`config.mk`:
```
export PLATFORM = sky130hd
export DESIGN_NAME = wave_sequencer_flat
export DESIGN_NICKNAME = d
export VERILOG_FILES = /design/src/rtl/wave_sequencer_if.sv /design/src/rtl/wave_sequencer.sv /design/src/flat_wrapper.sv
export SDC_FILE = /design/constraint.sdc
export NUM_CORES = 1
export LEC_CHECK = 0
export BUFFER_PORTS_ARGS = -buffer_cell sky130_fd_sc_hd__buf_2
export CORE_AREA = 2 2 75 77
export CTS_BUF_LIST = sky130_fd_sc_hd__clkbuf_4 sky130_fd_sc_hd__clkbuf_8
export CTS_CLUSTER_DIAMETER = 100
export CTS_CLUSTER_SIZE = 28
export DETAILED_ROUTE_END_ITERATION = 10
export DIE_AREA = 0 0 77 79
export MAX_ROUTING_LAYER = met4
export PLACE_DENSITY_LB_ADDON = 0.25
export SLEW_MARGIN = 0
export SYNTH_ARGS = -nofsm -noshare
export SYNTH_HDL_FRONTEND = slang
export SYNTH_SLANG_ARGS = --single-unit
```
`constraint.sdc`:
```
create_clock -name clk -period 5.25 [get_ports clk]
set_input_delay 1.3125 -clock clk [delete_from_list [all_inputs] [get_ports clk]]
set_output_delay 1.3125 -clock clk [all_outputs]
set_load 0.01 [all_outputs]
```
`src/rtl/wave_sequencer_if.sv`:
```
// Control, memory and output signals of the waveform address sequencer.
// The sequencer takes the slave side; the memory/front-end driver takes the master side.
interface wave_sequencer_if #(
  parameter int ADDR_W   = 4,
  parameter int SAMPLE_W = 12,
  parameter int DIV_W    = 16
);
  logic                start;
  logic                stop;
  logic                one_shot;
  logic [DIV_W-1:0]    divider;
  logic [ADDR_W-1:0]   step;
  logic [ADDR_W-1:0]   address;
  logic [SAMPLE_W-1:0] mem_sample;
  logic [SAMPLE_W-1:0] sample_out;
  logic                sample_valid;
  logic                busy;
  logic                wrap;
  logic                done;

  modport master (
    output start, stop, one_shot, divider, step, mem_sample,
    input  address, sample_out, sample_valid, busy, wrap, done
  );

  modport slave (
    input  start, stop, one_shot, divider, step, mem_sample,
    output address, sample_out, sample_valid, busy, wrap, done
  );
endinterface

```
`src/rtl/wave_sequencer.sv`:
```
// Waveform memory address sequencer: programmable rate/stride playback with
// read-latency tracking so every issued address yields one sample_valid strobe.
module wave_sequencer #(
  parameter int ADDR_W   = 4,
  parameter int SAMPLE_W = 12,
  parameter int DIV_W    = 16,
  parameter int MEM_LAT  = 1
) (
  input logic              clk,
  input logic              rst,
  wave_sequencer_if.slave  bus
);
  localparam int STAGES = MEM_LAT;

  typedef enum logic [1:0] {IDLE, RUN, DRAIN} state_t;

  state_t              state, state_n;
  logic [ADDR_W-1:0]   addr_q, addr_n, step_q;
  logic [DIV_W-1:0]    div_q, cnt, cnt_n;
  logic                os_q;
  logic [STAGES:0]     vld_pipe;
  logic [SAMPLE_W-1:0] sample_q;
  logic                valid_q, wrap_q, done_q;
  logic                issue, load, wrap_n, done_n;
  logic [ADDR_W:0]     nxt;

  // One extra bit catches the carry that marks the end of a pass.
  assign nxt = {1'b0, addr_q} + {1'b0, step_q};

  always_comb begin
    state_n = state;
    addr_n  = addr_q;
    cnt_n   = cnt;
    issue   = 1'b0;
    load    = 1'b0;
    wrap_n  = 1'b0;
    done_n  = 1'b0;
    case (state)
      IDLE: if (bus.start && !bus.stop) begin
        load    = 1'b1;
        addr_n  = '0;
        cnt_n   = '0;
        issue   = 1'b1;
        state_n = RUN;
      end
      RUN: begin
        if (bus.stop) begin
          state_n = DRAIN;
        end else if (cnt != div_q) begin
          cnt_n = cnt + DIV_W'(1);
        end else begin
          cnt_n = '0;
          if (!nxt[ADDR_W]) begin
            addr_n = nxt[ADDR_W-1:0];
            issue  = 1'b1;
          end else if (!os_q) begin
            addr_n = nxt[ADDR_W-1:0];
            issue  = 1'b1;
            wrap_n = 1'b1;
          end else begin
            state_n = DRAIN;
          end
        end
      end
      // Hold off done until every issued read has produced its strobe.
      DRAIN: if (vld_pipe == '0) begin
        state_n = IDLE;
        done_n  = 1'b1;
      end
      default: state_n = IDLE;
    endcase
  end

  always_ff @(posedge clk or negedge rst) begin
    if (!rst) begin
      state    <= IDLE;
      addr_q   <= '0;
      cnt      <= '0;
      div_q    <= '0;
      step_q   <= '0;
      os_q     <= 1'b0;
      vld_pipe <= '0;
      sample_q <= '0;
      valid_q  <= 1'b0;
      wrap_q   <= 1'b0;
      done_q   <= 1'b0;
    end else begin
      state    <= state_n;
      addr_q   <= addr_n;
      cnt      <= cnt_n;
      wrap_q   <= wrap_n;
      done_q   <= done_n;
      vld_pipe <= {vld_pipe[STAGES-1:0], issue};
      valid_q  <= vld_pipe[STAGES];
      if (vld_pipe[STAGES]) sample_q <= bus.mem_sample;
      if (load) begin
        div_q  <= bus.divider;
        step_q <= (bus.step == '0) ? ADDR_W'(1) : bus.step;
        os_q   <= bus.one_shot;
      end
    end
  end

  assign bus.address      = addr_q;
  assign bus.sample_out   = sample_q;
  assign bus.sample_valid = valid_q;
  assign bus.busy         = (state != IDLE);
  assign bus.wrap         = wrap_q;
  assign bus.done         = done_q;
endmodule

```
`src/flat_wrapper.sv`:
```
// flat-port wrapper written by rule: the top's interface ports become plain ports
module wave_sequencer_flat 
#(
  parameter int ADDR_W   = 4,
  parameter int SAMPLE_W = 12,
  parameter int DIV_W    = 16,
  parameter int MEM_LAT  = 1
)
  (clk, rst, bus_start, bus_stop, bus_one_shot, bus_divider, bus_step, bus_mem_sample, bus_address, bus_sample_out, bus_sample_valid, bus_busy, bus_wrap, bus_done);
  wave_sequencer_if #(.ADDR_W(ADDR_W), .SAMPLE_W(SAMPLE_W), .DIV_W(DIV_W)) bus_i ();
  input logic clk;
  input logic rst;
  input wire logic [$bits(bus_i.start)-1:0] bus_start;
  input wire logic [$bits(bus_i.stop)-1:0] bus_stop;
  input wire logic [$bits(bus_i.one_shot)-1:0] bus_one_shot;
  input wire logic [$bits(bus_i.divider)-1:0] bus_divider;
  input wire logic [$bits(bus_i.step)-1:0] bus_step;
  input wire logic [$bits(bus_i.mem_sample)-1:0] bus_mem_sample;
  output wire logic [$bits(bus_i.address)-1:0] bus_address;
  output wire logic [$bits(bus_i.sample_out)-1:0] bus_sample_out;
  output wire logic [$bits(bus_i.sample_valid)-1:0] bus_sample_valid;
  output wire logic [$bits(bus_i.busy)-1:0] bus_busy;
  output wire logic [$bits(bus_i.wrap)-1:0] bus_wrap;
  output wire logic [$bits(bus_i.done)-1:0] bus_done;
  assign bus_i.start = bus_start;
  assign bus_i.stop = bus_stop;
  assign bus_i.one_shot = bus_one_shot;
  assign bus_i.divider = bus_divider;
  assign bus_i.step = bus_step;
  assign bus_i.mem_sample = bus_mem_sample;
  assign bus_address = bus_i.address;
  assign bus_sample_out = bus_i.sample_out;
  assign bus_sample_valid = bus_i.sample_valid;
  assign bus_busy = bus_i.busy;
  assign bus_wrap = bus_i.wrap;
  assign bus_done = bus_i.done;
  wave_sequencer #(.ADDR_W(ADDR_W), .SAMPLE_W(SAMPLE_W), .DIV_W(DIV_W), .MEM_LAT(MEM_LAT)) u_core (.clk(clk), .rst(rst), .bus(bus_i));
endmodule
```
-- Yosys cells after proc, flatten, opt, wreduce, memory -nomap -nowiden
Cells that the tools add are included.
- bits in registers: 60
- output and inout bits: 20
- add/sub/neg operators: 2
- equal/unequal tests: 11
- mux-type cells: 31
- reductions and logical operators: 10
- operators by type and width (operator ; number):
    $mux 16 ; 3
    $pmux 16 s2 ; 1
    $mux 4 ; 6
    $add 16x1->16 const B ; 1
    $ne 16x16->1 ; 1
    $mux 1 ; 12
    $mux 2 ; 6
    $reduce_and 5->1 ; 2
    $pmux 4 s2 ; 1
    $ne 3x2->1 const B ; 2
    $ne 3x3->1 const B ; 2
    $pmux 2 s3 ; 1
    $add 4x4->5 ; 1
    $logic_not 2->1 ; 2
    $logic_not 4->1 ; 1
    $ne 2x1->1 const B ; 2
    $ne 2x2->1 const B ; 2
    $reduce_bool 2->1 ; 2
    $reduce_and 3->1 ; 1
    $eq 2x1->1 const B ; 1
    $eq 2x2->1 const B ; 1
    $pmux 1 s2 ; 1
    $logic_and 1x1->1 ; 1
    $logic_not 1->1 ; 1

-- Longest topological paths before layout
- word-level depth: 6
- gate-level depth with buffers: 8
- mapped depth without buffers: 7

-- Least setup slack after synthesis
Ideal clock, no wire load.
- path kind: input -> register
- start: in bus_stop
- end: reg u_core.div_q[3]
- library setup time: 117 ps
- arrival: 2244 ps
- setup slack: 2889 ps
- stages: 5
- path buffers: 2
- path through: or3b_2 > clkbuf_1 > clkbuf_1 > nand2_1 > nand2_1
- word-level cells in the longest chain between the ends: 4
- ends and longest elaborated chain (what ; line ; text):
    start, declared ; flat_wrapper.sv:14 ; input wire logic [$bits(bus_i.stop)-1:0] bus_stop;
    $logic_not 1->1 ; wave_sequencer.sv:39 ; IDLE: if (bus.start && !bus.stop) begin
    $logic_and 1x1->1 ; wave_sequencer.sv:39 ;
    $mux 1 ; wave_sequencer.sv:39 ;
    $mux 1 ; wave_sequencer.sv:38 ; case (state)
    end signal, assigned ; wave_sequencer.sv:97 ; div_q <= bus.divider;
    end, declared ; wave_sequencer.sv:19 ; logic [DIV_W-1:0] div_q, cnt, cnt_n;
Every way passes these cells.
A chain may end at the register's enable or synchronous reset.

-- Final worst setup path
- start: reg u_core.state[0]
- end: out bus_busy
- word-level cells in the longest chain between the ends: 1
- ends and longest elaborated chain (what ; line ; text):
    start, declared ; wave_sequencer.sv:17 ; state_t state, state_n;
    start signal, assigned ; wave_sequencer.sv:88 ; state <= state_n;
    $reduce_bool 2->1 ; wave_sequencer.sv:107 ; assign bus.busy = (state != IDLE);
    end, declared ; flat_wrapper.sv:22 ; output wire logic [$bits(bus_i.busy)-1:0] bus_busy;
Every way passes these cells.

==> flow_metrics.env <==
export IMPL_fin_worst_hold_slack_ps=398.8
export IMPL_route_detailed_wl_per_inst_um=13.49
export IMPL_viasPerCell=5.241
export IMPL_cts_max_path_buffers=2
export IMPL_setup_total_negative_slack_ps=0
export IMPL_dr_total_vias=2217
export IMPL_top_level_ports=57
export IMPL_area_growth_pct=20.33
export IMPL_dp_hpwl_um=4017
export IMPL_synth_enable_flop_cells=0
export IMPL_dr_first_iter_drc_count=208
export IMPL_first_global_vias=2251
export IMPL_synth_sequential_area_ratio=0.5279
export IMPL_ctsResizeCount=0
export IMPL_critical_path_max_fanout=6
export IMPL_slew_at_the_pin_closest_to_its_max_slew_limit_ps=1171
export IMPL_power_mw=1.408
export IMPL_post_place_ws_ps=2421
export IMPL_timing_hold_worst_path_depth=0
export IMPL_worst_path_required_ps=3940
export IMPL_final_min_period_over_clock_period=0.4916
export IMPL_finalHoldViolations=0
export IMPL_clk_insertion_delay_late_ps=350
export IMPL_post_synth_instance_area_mm2=0.002844
export IMPL_die_width_um=77
export IMPL_start_util=0.5328
export IMPL_final_antenna_net_count=0
export IMPL_ys_warnings_count=0
export IMPL_synthesized_area_fraction_occupied_by_xor_and_xnor_cells=0.06775
export IMPL_gr_usage_all_layers=0.2132
export IMPL_most_common_layout_cells="sky130_fd_sc_hd__nand2_1 (84), sky130_fd_sc_hd__dfrtp_1 (60), sky130_fd_sc_hd__buf_2 (56)"
export IMPL_synth_top_area_share=0.5279
export IMPL_synth_compound_area_frac=0.07259
export IMPL_ctsHoldBuffers=0
export IMPL_worst_setup_path_end_kind="primary output"
export IMPL_slew_headroom=0.2160
export IMPL_timing_clock_skew_ps=10.97
export IMPL_post_dp_cell_area_mm2=0.003199
export IMPL_cts_buffers=9
export IMPL_synth_simple_gate_area_share=0.2121
export IMPL_postSynthNetCount=330
export IMPL_drc_errors=0
export IMPL_netlist_top_cells_area="sky130_fd_sc_hd__dfrtp_1 (53%), sky130_fd_sc_hd__nand2_1 (11%), sky130_fd_sc_hd__xor2_1 (6.2%)"
export IMPL_layout_drive_gt1_share=0.2707
export IMPL_antenna_found_initial=0
export IMPL_numPortBuffers=56
export IMPL_postRouteWirelength_um=5706
export IMPL_cp_start_kind="flip-flop"
export IMPL_yosys_register_bits=60
export IMPL_synth_top_area_cell="sky130_fd_sc_hd__dfrtp_1"
export IMPL_htreeDepth=3
export IMPL_postLayoutSetupSlackWorst_ps=2669
export IMPL_rr_worst_depth=7
export IMPL_critPathArrivalTime_ps=1270
export IMPL_die_area_mm2=0.006083
export IMPL_layout_commonest_cell="sky130_fd_sc_hd__nand2_1"
export IMPL_grt_start_max_net_pins=61
export IMPL_unrepaired_setup_endpoints_after_global_routing="no"
export IMPL_floorplan_rows=27
export IMPL_ff2ff_setup_slack_ps=2880
export IMPL_ys_async_sr_fraction=1.000
export IMPL_worst_min_delay_path_category="flip-flop to flip-flop"
export IMPL_synth_top_family_by_area="simple AND/OR/NAND/NOR gates"
export IMPL_cts_num_sinks=60
export IMPL_critical_path_class="flip-flop to primary output"
export IMPL_cts_post_setup_buffers_inserted=0
export IMPL_max_cap_violations=0
export IMPL_vertical_extent_of_the_die_um=79
export IMPL_antennaDiodeCount=0
export IMPL_drt_pass1_iter_count=4
export IMPL_design_core_area_mm2=0.005338
export IMPL_syn_instance_count=287
export IMPL_master_cell_of_the_clock_root_buffer="sky130_fd_sc_hd__clkbuf_8"
export IMPL_yosys_mux_area_fraction=0.06511
export IMPL_post_synthesis_adder_cell_area_fraction=0.02904
export IMPL_final_area_mm2=0.003422
export IMPL_grt_pass1_wl_um=9784
export IMPL_finish_net_count=389
export IMPL_clock_tree_from_tritoncts="yes"
export IMPL_grt_overflow=0
export IMPL_ir_drop_mv=0.2516
export IMPL_gp_congestion=0.8162
export IMPL_power_static_leakage_nw=1.745
export IMPL_status="completed"
export IMPL_synthesized_area_per_cell_um2=9.909
export IMPL_power_density_cell_area_mw_per_mm2=411.6
export IMPL_synth_cell_type_count=38
export IMPL_timing_max_transition_violations_final=0
export IMPL_setup_viol=0
export IMPL_clock_transition_at_path_regs_ps=80
export IMPL_most_used_flip_flop_cell_after_synthesis="sky130_fd_sc_hd__dfrtp_1"
export IMPL_minimum_clock_period_ps=2581
export IMPL_max_freq_ghz=0.3875
## per-layer routing
layer  GRT usage  vias to the layer above  part of all wire
met1      0.2496                     1047              0.45
li1            -                     1098                 -
met5           -                        -                 0
met4      0.1018                        0             0.019
met3     0.04545                       13             0.049
met2      0.3553                       59              0.48
## Yosys cell counts (2+ instances only)
master                      n
sky130_fd_sc_hd__o311ai_0   3
sky130_fd_sc_hd__xor2_1    20
sky130_fd_sc_hd__o21ai_0    8
sky130_fd_sc_hd__nor2b_1    2
sky130_fd_sc_hd__clkbuf_1  10
sky130_fd_sc_hd__and3_1     2
sky130_fd_sc_hd__mux2_2    12
sky130_fd_sc_hd__nand2_1   84
sky130_fd_sc_hd__xnor2_1    2
sky130_fd_sc_hd__or2_2      3
sky130_fd_sc_hd__ha_1       5
sky130_fd_sc_hd__inv_1      8
sky130_fd_sc_hd__a21oi_1    6
sky130_fd_sc_hd__a21o_1     2
sky130_fd_sc_hd__dfrtp_1   60
sky130_fd_sc_hd__nor2_1     5
sky130_fd_sc_hd__nand2b_1   2
sky130_fd_sc_hd__mux2i_1    5
sky130_fd_sc_hd__nor4_1     4
sky130_fd_sc_hd__nor3_1     3
sky130_fd_sc_hd__nor4_2     2
sky130_fd_sc_hd__a31oi_1    5
sky130_fd_sc_hd__o22ai_1    4
sky130_fd_sc_hd__nand3_1   11
sky130_fd_sc_hd__nand4_1    6
## cell families after synthesis
kind of cell,after synthesis
AND/OR/NAND/NOR,130
flip-flops,60
AO/OA/AOI/OAI,33
XOR/XNOR,22
buffers and inverters,19
multiplexers,17
adder cells (fa/ha/maj),6
## final cells by class
| type | instances | area (µm²) |
|---|---|---|
| timing repair buffer | 59 | 302.8 |
| clock buffer | 9 | 123.9 |
| fill | 455 | 1916 |
| sequential | 60 | 1501 |
| multi-input combinational | 208 | 1275 |
| clock inverter | 7 | 98.84 |
| inverter | 8 | 30.03 |
| tap | 72 | 90.09 |
## where the power goes
group          internal, mW  switching, mW  leakage (nW)  total [mW]
sequential            0.564         0.0856         0.771       0.649
clock                 0.269          0.195         0.110       0.464
combinational         0.140          0.155         0.864       0.295
total                 0.973          0.435          1.74        1.41
## worst paths after layout
path / from / endpoint
min in group asynchronous: rst / u_core.step_q[0]$_DFFE_PN0P_
setup / recovery: u_core.state[0]$_DFFE_PN0P_ / bus_busy
hold / removal: u_core.vld_pipe[0]$_DFF_PN0_ / u_core.vld_pipe[1]$_DFF_PN0_
max in group asynchronous: rst / u_core.cnt[6]$_DFFE_PN0P_
setup reg to reg: u_core.bus.address[0]$_DFFE_PN0P_ / u_core.bus.address[3]$_DFFE_PN0P_
hold reg to reg: u_core.vld_pipe[0]$_DFF_PN0_ / u_core.vld_pipe[1]$_DFF_PN0_
## state kept, by name, indices dropped and copies added (netlist names), 2 cells and up
name	flops
u_core.div_q	16
u_core.cnt	16
u_core.vld_pipe	2
u_core.state	2
u_core.step_q	4
u_core.bus.address	4
u_core.bus.sample_out	12
## through the flow
stage	util	std cells
2_1_floorplan	-	287
3_3_place_gp	0.5994	407
3_5_place_dp	0.5994	407
4_1_cts	0.6411	423
5_1_grt	0.6411	423
6_report	0.6411	423
## worst max-delay path, cell delays in order (launching register included)
cell and delay, ps:
sky130_fd_sc_hd__dfrtp_1 430, sky130_fd_sc_hd__or2_2 340, sky130_fd_sc_hd__buf_2 150
Power figures use the tool's default switching activity.
